**src/rtl/sc_ulpi_pkg.sv**
```systemverilog
// -----------------------------------------------------------------------------
// sc_ulpi_pkg
// Shared definitions for the ULPI USB receive-packet decoder (sc_ulpi_urd):
//   - USB PID[3:0] constants (handshake and data classes)
//   - ULPI RX CMD RxEvent encodings (RX CMD bits [5:4])
//   - CRC16 polynomial, initial value and good-packet residual
//   - decoder state enum
//   - helper functions: RxEvent decode, PID classing, CRC16 byte update
// No ports (package).
// -----------------------------------------------------------------------------
package sc_ulpi_pkg;

   // Handshake PIDs
   localparam logic [3:0] PID_ACK   = 4'h2;
   localparam logic [3:0] PID_NAK   = 4'hA;
   localparam logic [3:0] PID_STALL = 4'hE;
   localparam logic [3:0] PID_NYET  = 4'h6;

   // Data PIDs
   localparam logic [3:0] PID_DATA0 = 4'h3;
   localparam logic [3:0] PID_DATA1 = 4'hB;
   localparam logic [3:0] PID_DATA2 = 4'h7;
   localparam logic [3:0] PID_MDATA = 4'hF;

   // RxEvent field of an RX CMD byte
   localparam logic [1:0] RXEV_INACTIVE = 2'b00;
   localparam logic [1:0] RXEV_ACTIVE   = 2'b01;
   localparam logic [1:0] RXEV_HOSTDISC = 2'b10;
   localparam logic [1:0] RXEV_ERROR    = 2'b11;

   // CRC16 as used by USB: data shifted in LSB-first, register MSB-first
   localparam logic [15:0] CRC16_POLY     = 16'h8005;
   localparam logic [15:0] CRC16_INIT     = 16'hFFFF;
   localparam logic [15:0] CRC16_RESIDUAL = 16'h800D;

   // Byte counts
   localparam logic [10:0] LEN_MAX      = 11'd2047;
   localparam logic [10:0] BABBLE_LIMIT = 11'd1026;

   typedef enum logic [1:0] {
      ST_IDLE = 2'd0,
      ST_PID  = 2'd1,
      ST_DATA = 2'd2,
      ST_ERR  = 2'd3
   } urd_state_e;

   // RxActive and RxError both mean the line is active.
   function automatic logic rx_event_active(input logic [1:0] ev);
      return (ev == RXEV_ACTIVE) || (ev == RXEV_ERROR);
   endfunction

   function automatic logic rx_event_error(input logic [1:0] ev);
      return (ev == RXEV_ERROR);
   endfunction

   function automatic logic is_handshake_pid(input logic [3:0] pid);
      return (pid == PID_ACK) || (pid == PID_NAK) ||
             (pid == PID_STALL) || (pid == PID_NYET);
   endfunction

   function automatic logic is_data_pid(input logic [3:0] pid);
      return (pid == PID_DATA0) || (pid == PID_DATA1) ||
             (pid == PID_DATA2) || (pid == PID_MDATA);
   endfunction

   // One byte of CRC16, bit 0 of the byte enters first.
   function automatic logic [15:0] crc16_update(input logic [15:0] crc,
                                                input logic [7:0]  din);
      logic [15:0] c;
      logic        fb;
      c = crc;
      for (int i = 0; i < 8; i++) begin
         fb = c[15] ^ din[i];
         c  = {c[14:0], 1'b0};
         if (fb) begin
            c = c ^ CRC16_POLY;
         end else begin
            c = c;
         end
      end
      return c;
   endfunction

endpackage

```
**src/rtl/sc_ulpi_crc16.sv**
```systemverilog
// -----------------------------------------------------------------------------
// sc_ulpi_crc16
// CRC16 accumulator for received USB bytes.
// Ports:
//   clk    in   clock, rising edge
//   rst_n  in   asynchronous active-low reset (register -> init value)
//   clr    in   reload init value
//   en     in   fold din into the CRC (ignored while clr is high)
//   din    in   8-bit byte
//   crc    out  16-bit CRC register
// -----------------------------------------------------------------------------
module sc_ulpi_crc16
   import sc_ulpi_pkg::*;
(
   input  logic        clk,
   input  logic        rst_n,
   input  logic        clr,
   input  logic        en,
   input  logic [7:0]  din,
   output logic [15:0] crc
);

   logic [15:0] crc_r;

   // CRC register: reload on clear, fold in one byte per enable.
   always_ff @(posedge clk or negedge rst_n) begin
      if (!rst_n) begin
         crc_r <= CRC16_INIT;
      end else if (clr) begin
         crc_r <= CRC16_INIT;
      end else if (en) begin
         crc_r <= crc16_update(crc_r, din);
      end else begin
         crc_r <= crc_r;
      end
   end

   assign crc = crc_r;

endmodule

```
**src/rtl/sc_ulpi_urd.sv**
```systemverilog
// -----------------------------------------------------------------------------
// sc_ulpi_urd
// ULPI receive-packet decoder. Follows RX CMD RxEvent to frame a packet,
// latches and checks the PID, strips the trailing CRC16 with a two-byte
// holding pipe, streams the payload and reports status on end of packet.
//
// Optional feature (compile-time macro SC_ULPI_URD_BABBLE_EN):
//   when defined, more than 1026 bytes after the PID flags FMTERR, stops
//   payload emission and drops the rest of the packet.
//
// Ports:
//   ULPICLK           in   clock, rising edge
//   ULPIRSTB          in   asynchronous active-low reset
//   RXD_CMD_VALID     in   ULPI_DATA is an RX CMD byte
//   RXD_DATA_VALID    in   ULPI_DATA is a received byte (wins over CMD)
//   ULPI_DATA[7:0]    in   byte from the ULPI engine, RX CMD [5:4]=RxEvent
//   PKT_RX_DAT_VALID  out  payload byte strobe
//   PKT_RX_DAT[7:0]   out  payload byte (no PID, no CRC16)
//   PKT_RX_DONE       out  one-cycle end-of-packet pulse
//   PKT_RX_PID[3:0]   out  received PID[3:0]
//   PKT_RX_LEN[10:0]  out  payload byte count (saturates at 2047)
//   PKT_RX_PIDERR     out  PID check nibble mismatch
//   PKT_RX_CRCERR     out  CRC16 residual mismatch
//   PKT_RX_FMTERR     out  length illegal for PID class
//   PKT_RX_RXERR      out  RxError seen during packet
// -----------------------------------------------------------------------------
module sc_ulpi_urd
   import sc_ulpi_pkg::*;
(
   input  logic        ULPICLK,
   input  logic        ULPIRSTB,
   input  logic        RXD_CMD_VALID,
   input  logic        RXD_DATA_VALID,
   input  logic [7:0]  ULPI_DATA,
   output logic        PKT_RX_DAT_VALID,
   output logic [7:0]  PKT_RX_DAT,
   output logic        PKT_RX_DONE,
   output logic [3:0]  PKT_RX_PID,
   output logic [10:0] PKT_RX_LEN,
   output logic        PKT_RX_PIDERR,
   output logic        PKT_RX_CRCERR,
   output logic        PKT_RX_FMTERR,
   output logic        PKT_RX_RXERR
);

   urd_state_e  state_r, state_nxt_s;

   logic        data_in_s, cmd_in_s, cmd_act_s, cmd_err_s, cmd_end_s;
   logic        babble_s;
   logic        start_s, pid_byte_s, byte_s, babble_hit_s, rxerr_s, end_s;
   logic        fmt_bad_s, crc_bad_s;
   logic [15:0] crc_s;

   logic [7:0]  pipe0_r, pipe1_r;      // pipe0 newest, pipe1 oldest
   logic [1:0]  pipe_cnt_r;
   logic [10:0] cnt_r;                 // bytes after PID, saturating
   logic        pid_seen_r;
   logic        dat_valid_r, done_r;
   logic [7:0]  dat_r;
   logic [3:0]  pid_r;
   logic [10:0] len_r;
   logic        piderr_r, crcerr_r, fmterr_r, rxerr_r;

   // A data byte takes priority, so a simultaneous CMD is dropped.
   assign data_in_s = RXD_DATA_VALID;
   assign cmd_in_s  = RXD_CMD_VALID & ~RXD_DATA_VALID;
   assign cmd_act_s = cmd_in_s &  rx_event_active(ULPI_DATA[5:4]);
   assign cmd_err_s = cmd_in_s &  rx_event_error(ULPI_DATA[5:4]);
   assign cmd_end_s = cmd_in_s & ~rx_event_active(ULPI_DATA[5:4]);

`ifdef SC_ULPI_URD_BABBLE_EN
   assign babble_s = (cnt_r >= BABBLE_LIMIT);
`else
   assign babble_s = 1'b0;
`endif

   // State register.
   always_ff @(posedge ULPICLK or negedge ULPIRSTB) begin
      if (!ULPIRSTB) begin
         state_r <= ST_IDLE;
      end else begin
         state_r <= state_nxt_s;
      end
   end

   // Next-state logic.
   always_comb begin
      state_nxt_s = state_r;
      case (state_r)
         ST_IDLE: begin
            if (cmd_act_s) state_nxt_s = ST_PID;
            else           state_nxt_s = ST_IDLE;
         end
         ST_PID: begin
            if (data_in_s)      state_nxt_s = ST_DATA;
            else if (cmd_err_s) state_nxt_s = ST_ERR;
            else if (cmd_end_s) state_nxt_s = ST_IDLE;
            else                state_nxt_s = ST_PID;
         end
         ST_DATA: begin
            if (data_in_s && babble_s) state_nxt_s = ST_ERR;
            else if (cmd_err_s)        state_nxt_s = ST_ERR;
            else if (cmd_end_s)        state_nxt_s = ST_IDLE;
            else                       state_nxt_s = ST_DATA;
         end
         ST_ERR: begin
            if (cmd_end_s) state_nxt_s = ST_IDLE;
            else           state_nxt_s = ST_ERR;
         end
         default: state_nxt_s = ST_IDLE;
      endcase
   end

   // Per-state control strobes for the datapath.
   always_comb begin
      start_s      = 1'b0;
      pid_byte_s   = 1'b0;
      byte_s       = 1'b0;
      babble_hit_s = 1'b0;
      rxerr_s      = 1'b0;
      end_s        = 1'b0;
      case (state_r)
         ST_IDLE: begin
            start_s = cmd_act_s;
         end
         ST_PID: begin
            pid_byte_s = data_in_s;
            rxerr_s    = cmd_err_s;
            end_s      = cmd_end_s;
         end
         ST_DATA: begin
            byte_s       = data_in_s & ~babble_s;
            babble_hit_s = data_in_s &  babble_s;
            rxerr_s      = cmd_err_s;
            end_s        = cmd_end_s;
         end
         ST_ERR: begin
            end_s = cmd_end_s;
         end
         default: begin
            start_s = 1'b0;
         end
      endcase
   end

   // Length rule per PID class; ending before any PID byte is malformed.
   always_comb begin
      if (!pid_seen_r) begin
         fmt_bad_s = 1'b1;
      end else if (is_handshake_pid(pid_r)) begin
         fmt_bad_s = (cnt_r != 11'd0);
      end else if (is_data_pid(pid_r)) begin
         fmt_bad_s = (cnt_r < 11'd2);
      end else begin
         fmt_bad_s = 1'b1;
      end
   end

   assign crc_bad_s = pid_seen_r & is_data_pid(pid_r) & (cnt_r >= 11'd2) &
                      (crc_s != CRC16_RESIDUAL);

   sc_ulpi_crc16 u_crc16 (
      .clk   (ULPICLK),
      .rst_n (ULPIRSTB),
      .clr   (start_s),
      .en    (byte_s),
      .din   (ULPI_DATA),
      .crc   (crc_s)
   );

   // Datapath: holding pipe, counters, payload stream and status flags.
   always_ff @(posedge ULPICLK or negedge ULPIRSTB) begin
      if (!ULPIRSTB) begin
         pipe0_r     <= 8'h00;
         pipe1_r     <= 8'h00;
         pipe_cnt_r  <= 2'd0;
         cnt_r       <= 11'd0;
         pid_seen_r  <= 1'b0;
         dat_valid_r <= 1'b0;
         dat_r       <= 8'h00;
         done_r      <= 1'b0;
         pid_r       <= 4'h0;
         len_r       <= 11'd0;
         piderr_r    <= 1'b0;
         crcerr_r    <= 1'b0;
         fmterr_r    <= 1'b0;
         rxerr_r     <= 1'b0;
      end else begin
         dat_valid_r <= 1'b0;
         done_r      <= 1'b0;
         if (start_s) begin
            pipe_cnt_r <= 2'd0;
            cnt_r      <= 11'd0;
            pid_seen_r <= 1'b0;
            piderr_r   <= 1'b0;
            crcerr_r   <= 1'b0;
            fmterr_r   <= 1'b0;
            rxerr_r    <= 1'b0;
         end
         if (pid_byte_s) begin
            pid_r      <= ULPI_DATA[3:0];
            piderr_r   <= (ULPI_DATA[7:4] != ~ULPI_DATA[3:0]);
            len_r      <= 11'd0;
            pid_seen_r <= 1'b1;
         end
         if (byte_s) begin
            // The last two bytes of a packet are its CRC and never leave the pipe.
            pipe0_r <= ULPI_DATA;
            pipe1_r <= pipe0_r;
            if (cnt_r != LEN_MAX) begin
               cnt_r <= cnt_r + 11'd1;
            end
            if (pipe_cnt_r == 2'd2) begin
               dat_valid_r <= 1'b1;
               dat_r       <= pipe1_r;
               if (len_r != LEN_MAX) begin
                  len_r <= len_r + 11'd1;
               end
            end else begin
               pipe_cnt_r <= pipe_cnt_r + 2'd1;
            end
         end
         if (babble_hit_s) begin
            fmterr_r <= 1'b1;
         end
         if (rxerr_s) begin
            rxerr_r <= 1'b1;
         end
         if (end_s) begin
            done_r   <= 1'b1;
            fmterr_r <= fmterr_r | fmt_bad_s;
            crcerr_r <= crc_bad_s;
         end
      end
   end

   assign PKT_RX_DAT_VALID = dat_valid_r;
   assign PKT_RX_DAT       = dat_r;
   assign PKT_RX_DONE      = done_r;
   assign PKT_RX_PID       = pid_r;
   assign PKT_RX_LEN       = len_r;
   assign PKT_RX_PIDERR    = piderr_r;
   assign PKT_RX_CRCERR    = crcerr_r;
   assign PKT_RX_FMTERR    = fmterr_r;
   assign PKT_RX_RXERR     = rxerr_r;

endmodule

```
**config.mk**
```make
export PLATFORM = sky130hd
export DESIGN_NAME = sc_ulpi_urd
export DESIGN_NICKNAME = d
export VERILOG_FILES = /design/src/rtl/sc_ulpi_pkg.sv /design/src/rtl/sc_ulpi_crc16.sv /design/src/rtl/sc_ulpi_urd.sv
export SDC_FILE = /design/constraint.sdc
export NUM_CORES = 1
export LEC_CHECK = 0
export ABC_CLOCK_PERIOD_IN_PS = 5300
export BUFFER_PORTS_ARGS = -buffer_cell sky130_fd_sc_hd__buf_2
export CAP_MARGIN = 20
export CELL_PAD_IN_SITES_DETAIL_PLACEMENT = 0
export CELL_PAD_IN_SITES_GLOBAL_PLACEMENT = 1
export CORE_MARGIN = 2
export CORE_UTILIZATION = 49
export CTS_CLUSTER_DIAMETER = 40
export DETAILED_ROUTE_END_ITERATION = 8
export PLACE_DENSITY = 0.95
export SLEW_MARGIN = 20
export SYNTH_ARGS = -nofsm -noshare
export SYNTH_HDL_FRONTEND = slang
export SYNTH_SLANG_ARGS = --single-unit
```
**constraint.sdc**
```tcl
create_clock -name ULPICLK -period 5.3 [get_ports ULPICLK]
set_clock_uncertainty 0.15 [all_clocks]
set_input_delay 1.06 -clock ULPICLK [delete_from_list [all_inputs] [get_ports ULPICLK]]
set_output_delay 1.06 -clock ULPICLK [all_outputs]
set_load 0.01 [all_outputs]
```
# Word level (Yosys, flattened, before mapping)
# Index checks and enable logic that the tools add are counted.
# op_classes
div	0
shifts	0
multipliers	0
bitwise	27
muxes	59
eq_ne	18
reduce_logical	16
n_addsub	3
n_lt_le_gt_ge	2
# ops
cell	count
$mux W16	24
$mux W11	7
$not A3 Y3	8
$add A11 B1 Y11 const B	2
$ne A11 B11 Y1 const B	2
$mux W1	19
$eq A4 B4 Y1 const B	4
$mux W2	8
$ne A16 B16 Y1 const B	1
$ge A11 B2 Y1 const B	1
$lt A11 B2 Y1 const B	1
$reduce_bool A11 Y1	1
$eq A2 B2 Y1 const B	4
$eq A4 B2 Y1 const B	2
$eq A4 B3 Y1 const B	2
$pmux W2 S4	1
$reduce_bool A2 Y1	4
$xor A1 B1 Y1	8
$and A1 B1 Y1	7
$logic_or A1 B1 Y1	7
$eq A2 B1 Y1 const B	2
$ne A4 B4 Y1	1
$not A4 Y4	1
$reduce_or A3 Y1	1
other kinds (6)	7
# totals
regBits	77
mem_bits_ro	0
latchBits	0
in_bits	12
memories	0
ramBits	0

# Longest topological paths before layout
# logic_depth
ltp_word	33
mapped_depth	8

# Hierarchy
# Synthesis repeated with hierarchy kept, for this count alone.
# hier_totals
cells_unflattened	399
hier_area_um2	3836.2
# modules_own_cells
module	area_per_inst_um2	instances	seq_area_each_um2	cells_each
sc_ulpi_urd	2925.3	1	1526.5	314
sc_ulpi_crc16	910.9	1	420.4	85

# Least setup slack after synthesis
# No wires, ideal clock.
# synth_path
kind	input -> register
from	input ULPI_DATA[4]
to	register u_crc16.crc_r[15], in the netlist u_crc16.crc[15]
required_ns	5.070
setup_ns	0.080
t_arrival_ns	2.305
slack_ns	2.766
stages	6
path_buffers	1
path_cell_list	buf_2 xnor2_2 xnor2_2 xnor3_2 xnor3_1 o22a_1
# synth_between
elab_chain_len	16
# synth_lines
item	line	text
from (decl)	sc_ulpi_urd.sv:34	input logic [7:0] ULPI_DATA,
$xor A1 B1 Y1	sc_ulpi_pkg.sv:73	fb = c[15] ^ din[i];
$mux W16	sc_ulpi_pkg.sv:75	if (fb) begin
$mux W16	sc_ulpi_crc16.sv:31	end else if (en) begin
$mux W16	sc_ulpi_crc16.sv:29	end else if (clr) begin
$xor A1 B1 Y1	sc_ulpi_pkg.sv:73	
$mux W16	sc_ulpi_pkg.sv:75	
$mux W16	sc_ulpi_crc16.sv:31	
$mux W16	sc_ulpi_crc16.sv:29	
$xor A1 B1 Y1	sc_ulpi_pkg.sv:73	
$mux W16	sc_ulpi_pkg.sv:75	
$mux W16	sc_ulpi_crc16.sv:31	
$mux W16	sc_ulpi_crc16.sv:29	
$xor A1 B1 Y1	sc_ulpi_pkg.sv:73	
$mux W16	sc_ulpi_pkg.sv:75	
$mux W16	sc_ulpi_crc16.sv:31	
$mux W16	sc_ulpi_crc16.sv:29	
to (signal assigned)	sc_ulpi_crc16.sv:32	crc_r <= crc16_update(crc_r, din);
to (signal assigned)	sc_ulpi_crc16.sv:34	crc_r <= crc_r;
to (decl)	sc_ulpi_crc16.sv:23	logic [15:0] crc_r;
# Several ways; a longest one is shown, not always the timed one. The select of a mux whose other input is x is not followed.
# A chain may end at the register's enable or synchronous reset.

# Worst setup path after layout
# layout_path
from	input RXD_DATA_VALID
to	register len_r[3], in the netlist PKT_RX_LEN[3]
# layout_between
elab_chain_len	5
# layout_lines
item	line	text
from (decl)	sc_ulpi_urd.sv:33	input logic RXD_DATA_VALID,
$mux W1	sc_ulpi_urd.sv:122	case (state_r)
$mux W11	sc_ulpi_urd.sv:200	if (pid_byte_s) begin
$mux W11	sc_ulpi_urd.sv:216	if (len_r != LEN_MAX) begin
$mux W11	sc_ulpi_urd.sv:213	if (pipe_cnt_r == 2'd2) begin
$mux W11 *	sc_ulpi_urd.sv:206	if (byte_s) begin
to (signal assigned)	sc_ulpi_urd.sv:217	len_r <= len_r + 11'd1;
to (decl)	sc_ulpi_urd.sv:61	logic [10:0] len_r;
# Every way passes the cells marked *; elsewhere a longest branch is shown, timed or not.

==> run summary <==
The run finished with clean final reports. The critical path is of the primary input to flop type. The number of cells on the worst hold path came out at 2.

The final-report max-slew violation count is 0. The number of endpoints with negative hold slack in the final report is 0. Summed over all layers, the global routing overflow is 0. The worst slew margin relative to its limit is 0.359. The total I/O pin count came out at 41.

The worst min-delay path category is flop to flop. The number of design-rule violations left by the first detailed-router iteration is 165. The source-to-sink clock delay at the later pin of the worst-skew pair came out at 350 ps. The register-to-register setup slack came out at 2510 ps. The number of antenna violations at the first check in global routing is 0.

After floorplanning, the core was sized to cover 7610 sq um. The global routing usage summed across all routing layers came out at 0.197. The tool flagged a number of max-cap violations equal to 0. Counting cells, the worst reg-to-reg path comes to 9.

TritonCTS built the clock tree. The total length of routed wires is 7730 um. Of the cells placed in the final design, the portion with a size suffix greater than 1 is 0.195. met2 is the most crowded layer. The final layout contains 456 nets. In the layout the commonest cells are 96 x sky130_fd_sc_hd__nand2_1, 61 x sky130_fd_sc_hd__dfrtp_1, 39 x sky130_fd_sc_hd__buf_2, 28 x sky130_fd_sc_hd__o21ai_0. Dividing the detail-routed wire length by the instance count gives 14.3 um.

The clock tree synthesis step divided the H-tree into 3 levels. The beginning of the worst register-to-register path is state_r[0]. The area occupied by registers came out at 1950 sq um. The most used flip-flop cell after synthesis is sky130_fd_sc_hd__dfrtp_1. The final setup violation count came out at 0.

The fraction of synthesis flops using an asynchronous set or reset pin is 1.00. The vertical extent of the die came out at 91.8 um. The mean post-synth cell area came out at 9.45 sq um. The power density normalized to cell area came out at 316 nW/um^2.

The peak fanout along the critical path came out at 15. The reported leakage power is 2.08 nW. The via count of the first global-routing pass is 2732.

The length of the first detailed-routing pass in iterations came out at 4. The die outline area is 8430 sq um. The transition time at the pin with the least slew margin is 961 ps. The pin count of the biggest net entering global routing is 78. The initial standard-cell utilization of the core came out at 0.497. In the global route stage, met1 resource usage came out at 0.258. The number of antenna diodes in the final layout is 0. The routed via count is 2949. The number of cells after detailed placement is 526. The tree is rooted in a sky130_fd_sc_hd__clkbuf_8. The timing-limited maximum frequency came out at 341 MHz. The post-CTS clock slew at the launch and capture registers of the worst setup and hold paths is 90 ps. In this run the most critical hold path is launched from pipe1_r[4]. The number of synthesized flops with an enable pin is 0.

In this run the critical register-to-register path is captured at PKT_RX_LEN[3]. The maximum vdd ir drop came out at 145 uV. The netlist area before placement is 3780 sq um. Measured along the x axis, the die boundary spans 91.8 um. The critical path data required time is 5390 ps. The share of the Yosys chip area taken by registers is 0.515.

The number of setup buffers added after CTS is 0. Excluding fillers, the count of instances in the completed layout stands at 542. In this run the worst setup path begins at RXD_DATA_VALID.

The power consumption came out at 0.00135 W. By area the synthesized netlist is led by sky130_fd_sc_hd__dfrtp_1 40%, sky130_fd_sc_hd__dfstp_2 11%, sky130_fd_sc_hd__nand2_1 9.5%. The met3 track demand over resource in global routing came out at 0.0362. Setup repair after global routing left no endpoint under its margin. The final routed DRC violation total came out at 0. The longest clock path from root to sink contains 2 buffers.

The growth of design area from synthesis to finish is 13.3%. The post-cts gate resize count is 0. The remaining antenna violation count came out at 0. The total half-perimeter wirelength after legalization and detailed placement is 5220 um. The total clock buffers created by CTS is 9.

Summed over all instances, the cell type with the most area after synthesis is sky130_fd_sc_hd__dfrtp_1. When the netlist entered floorplanning its net count stood at 421. The first-pass GRT wire length came out at 13200 um. The final weighted congestion in routability-driven placement came out at 0.805. The path with the worst hold slack has its endpoint at PKT_RX_DAT[4]. The part of the cycle the worst path needs is 0.553. The area share of the largest cell type after synthesis came out at 0.404. The total number of yosys warnings is 0.

The data arrival time of the critical path came out at 3020 ps. The synthesized flop and latch total is 77. The worst setup path is launched from a primary input. The number of vias per cell after detailed routing is 5.44. The cts-stage hold buffer count is 0. The clock net in this run drives a total of 77 sinks. The layout filler cell count is 674. The count of buffers inserted at the top-level ports came out at 40. The fraction of met2 tracks used by global routing is 0.322.

The post-synthesis cell count came out at 400. The minimum clock period after layout is 2930 ps. The most common cell after layout, fill and taps aside is sky130_fd_sc_hd__nand2_1. STA classifies the critical path endpoint as a flop. In this run, distinct cell masters in the synthesized netlist total 44. The post-route setup TNS came out at 0 ps.

The multi-input logic area is 1730 sq um. The number of rows created at floorplan is 32.
## layer usage
| layer | up-vias | share of wire |
|---|---|---|
| met5 | - | 0 |
| met4 | 0 | 0.015 |
| met3 | 10 | 0.034 |
| met2 | 53 | 0.49 |
| met1 | 1444 | 0.46 |
| li1 | 1442 | - |
## per-stage QoR
| step | hold WS, ps | cell area (sq um) | setup slack [ps] | util |
|---|---|---|---|---|
| CTS | 312 | 4280 | 2370 | 0.563 |
| detailed placement | 300 | 4050 | 1980 | 0.533 |
| finish | 315 | 4280 | 2370 | 0.563 |
| floorplan | 289 | 3780 | 2770 | - |
| global route | 347 | 4280 | 2110 | 0.563 |
| global placement | 298 | 4050 | 2090 | 0.533 |
## cell families after synthesis
family	count (synthesis)	synth area share
adder cells (fa/ha/maj)	9	0.0298
multiplexers	4	0.0119
AND/OR/NAND/NOR	187	0.221
XOR/XNOR	30	0.0871
buffers and inverters	25	0.0268
flip-flops	77	0.515
AO/OA/AOI/OAI	68	0.108
## final cells by class
class,count,area share
well taps,102,0.0298
clock buffers,9,0.0289
flip-flops and latches,77,0.455
multi-input cells,298,0.404
inverters,6,0.00526
clock inverters,7,0.0245
repair buffers,43,0.0526
## flip-flops by register name (all words and copies together), names as in the netlist, 2 cells and up
name	cells
PKT_RX_LEN	11
PKT_RX_DAT	8
pipe0_r	8
pipe_cnt_r	2
PKT_RX_PID	4
pipe1_r	8
state_r	2
cnt_r	11
u_crc16.crc	16
## cells in the mapped netlist, types with 5 or more instances
| master | count |
|---|---|
| sky130_fd_sc_hd__o21ai_0 | 28 |
| sky130_fd_sc_hd__dfstp_2 | 16 |
| sky130_fd_sc_hd__nand2_1 | 96 |
| sky130_fd_sc_hd__dfrtp_1 | 61 |
| sky130_fd_sc_hd__nor2_1 | 26 |
| sky130_fd_sc_hd__and3_1 | 8 |
| sky130_fd_sc_hd__a21oi_1 | 16 |
| sky130_fd_sc_hd__nand4_1 | 8 |
| sky130_fd_sc_hd__xor2_1 | 9 |
| sky130_fd_sc_hd__xnor2_1 | 14 |
| sky130_fd_sc_hd__clkbuf_1 | 13 |
| sky130_fd_sc_hd__buf_2 | 5 |
| sky130_fd_sc_hd__xnor2_2 | 5 |
| sky130_fd_sc_hd__nand3_1 | 26 |
| sky130_fd_sc_hd__o31ai_1 | 5 |
| sky130_fd_sc_hd__inv_1 | 6 |
| sky130_fd_sc_hd__nor3_1 | 7 |
| sky130_fd_sc_hd__ha_1 | 9 |
## how the worst max path moves through the flow
stage / end / slack, ps / depth (start not counted)
after floorplan: u_crc16.crc[15] / 2770 / 6
after global placement: PKT_RX_LEN[2] / 2090 / 8
after detailed placement: PKT_RX_LEN[3] / 1980 / 8
after CTS: PKT_RX_LEN[3] / 2370 / 8
after global routing: PKT_RX_LEN[3] / 2110 / 8
final: PKT_RX_LEN[3] / 2370 / 8
## critical path, stage by stage
cell and delay, ps:
sky130_fd_sc_hd__buf_2 170, sky130_fd_sc_hd__nand4b_1 480, sky130_fd_sc_hd__inv_1 480, sky130_fd_sc_hd__o31ai_1 150, sky130_fd_sc_hd__buf_4 210, sky130_fd_sc_hd__and2_1 190, sky130_fd_sc_hd__o21ai_0 170, sky130_fd_sc_hd__o31ai_1 100
## report_power, final
part | leakage, nW | switching (W) | internal, W
clock | 0.112 | 0.000237 | 0.000273
sequential | 1.00 | 0.0000329 | 0.000638
combinational | 0.963 | 0.0000915 | 0.0000788
Note: power is estimated with default switching activity, not from simulation.
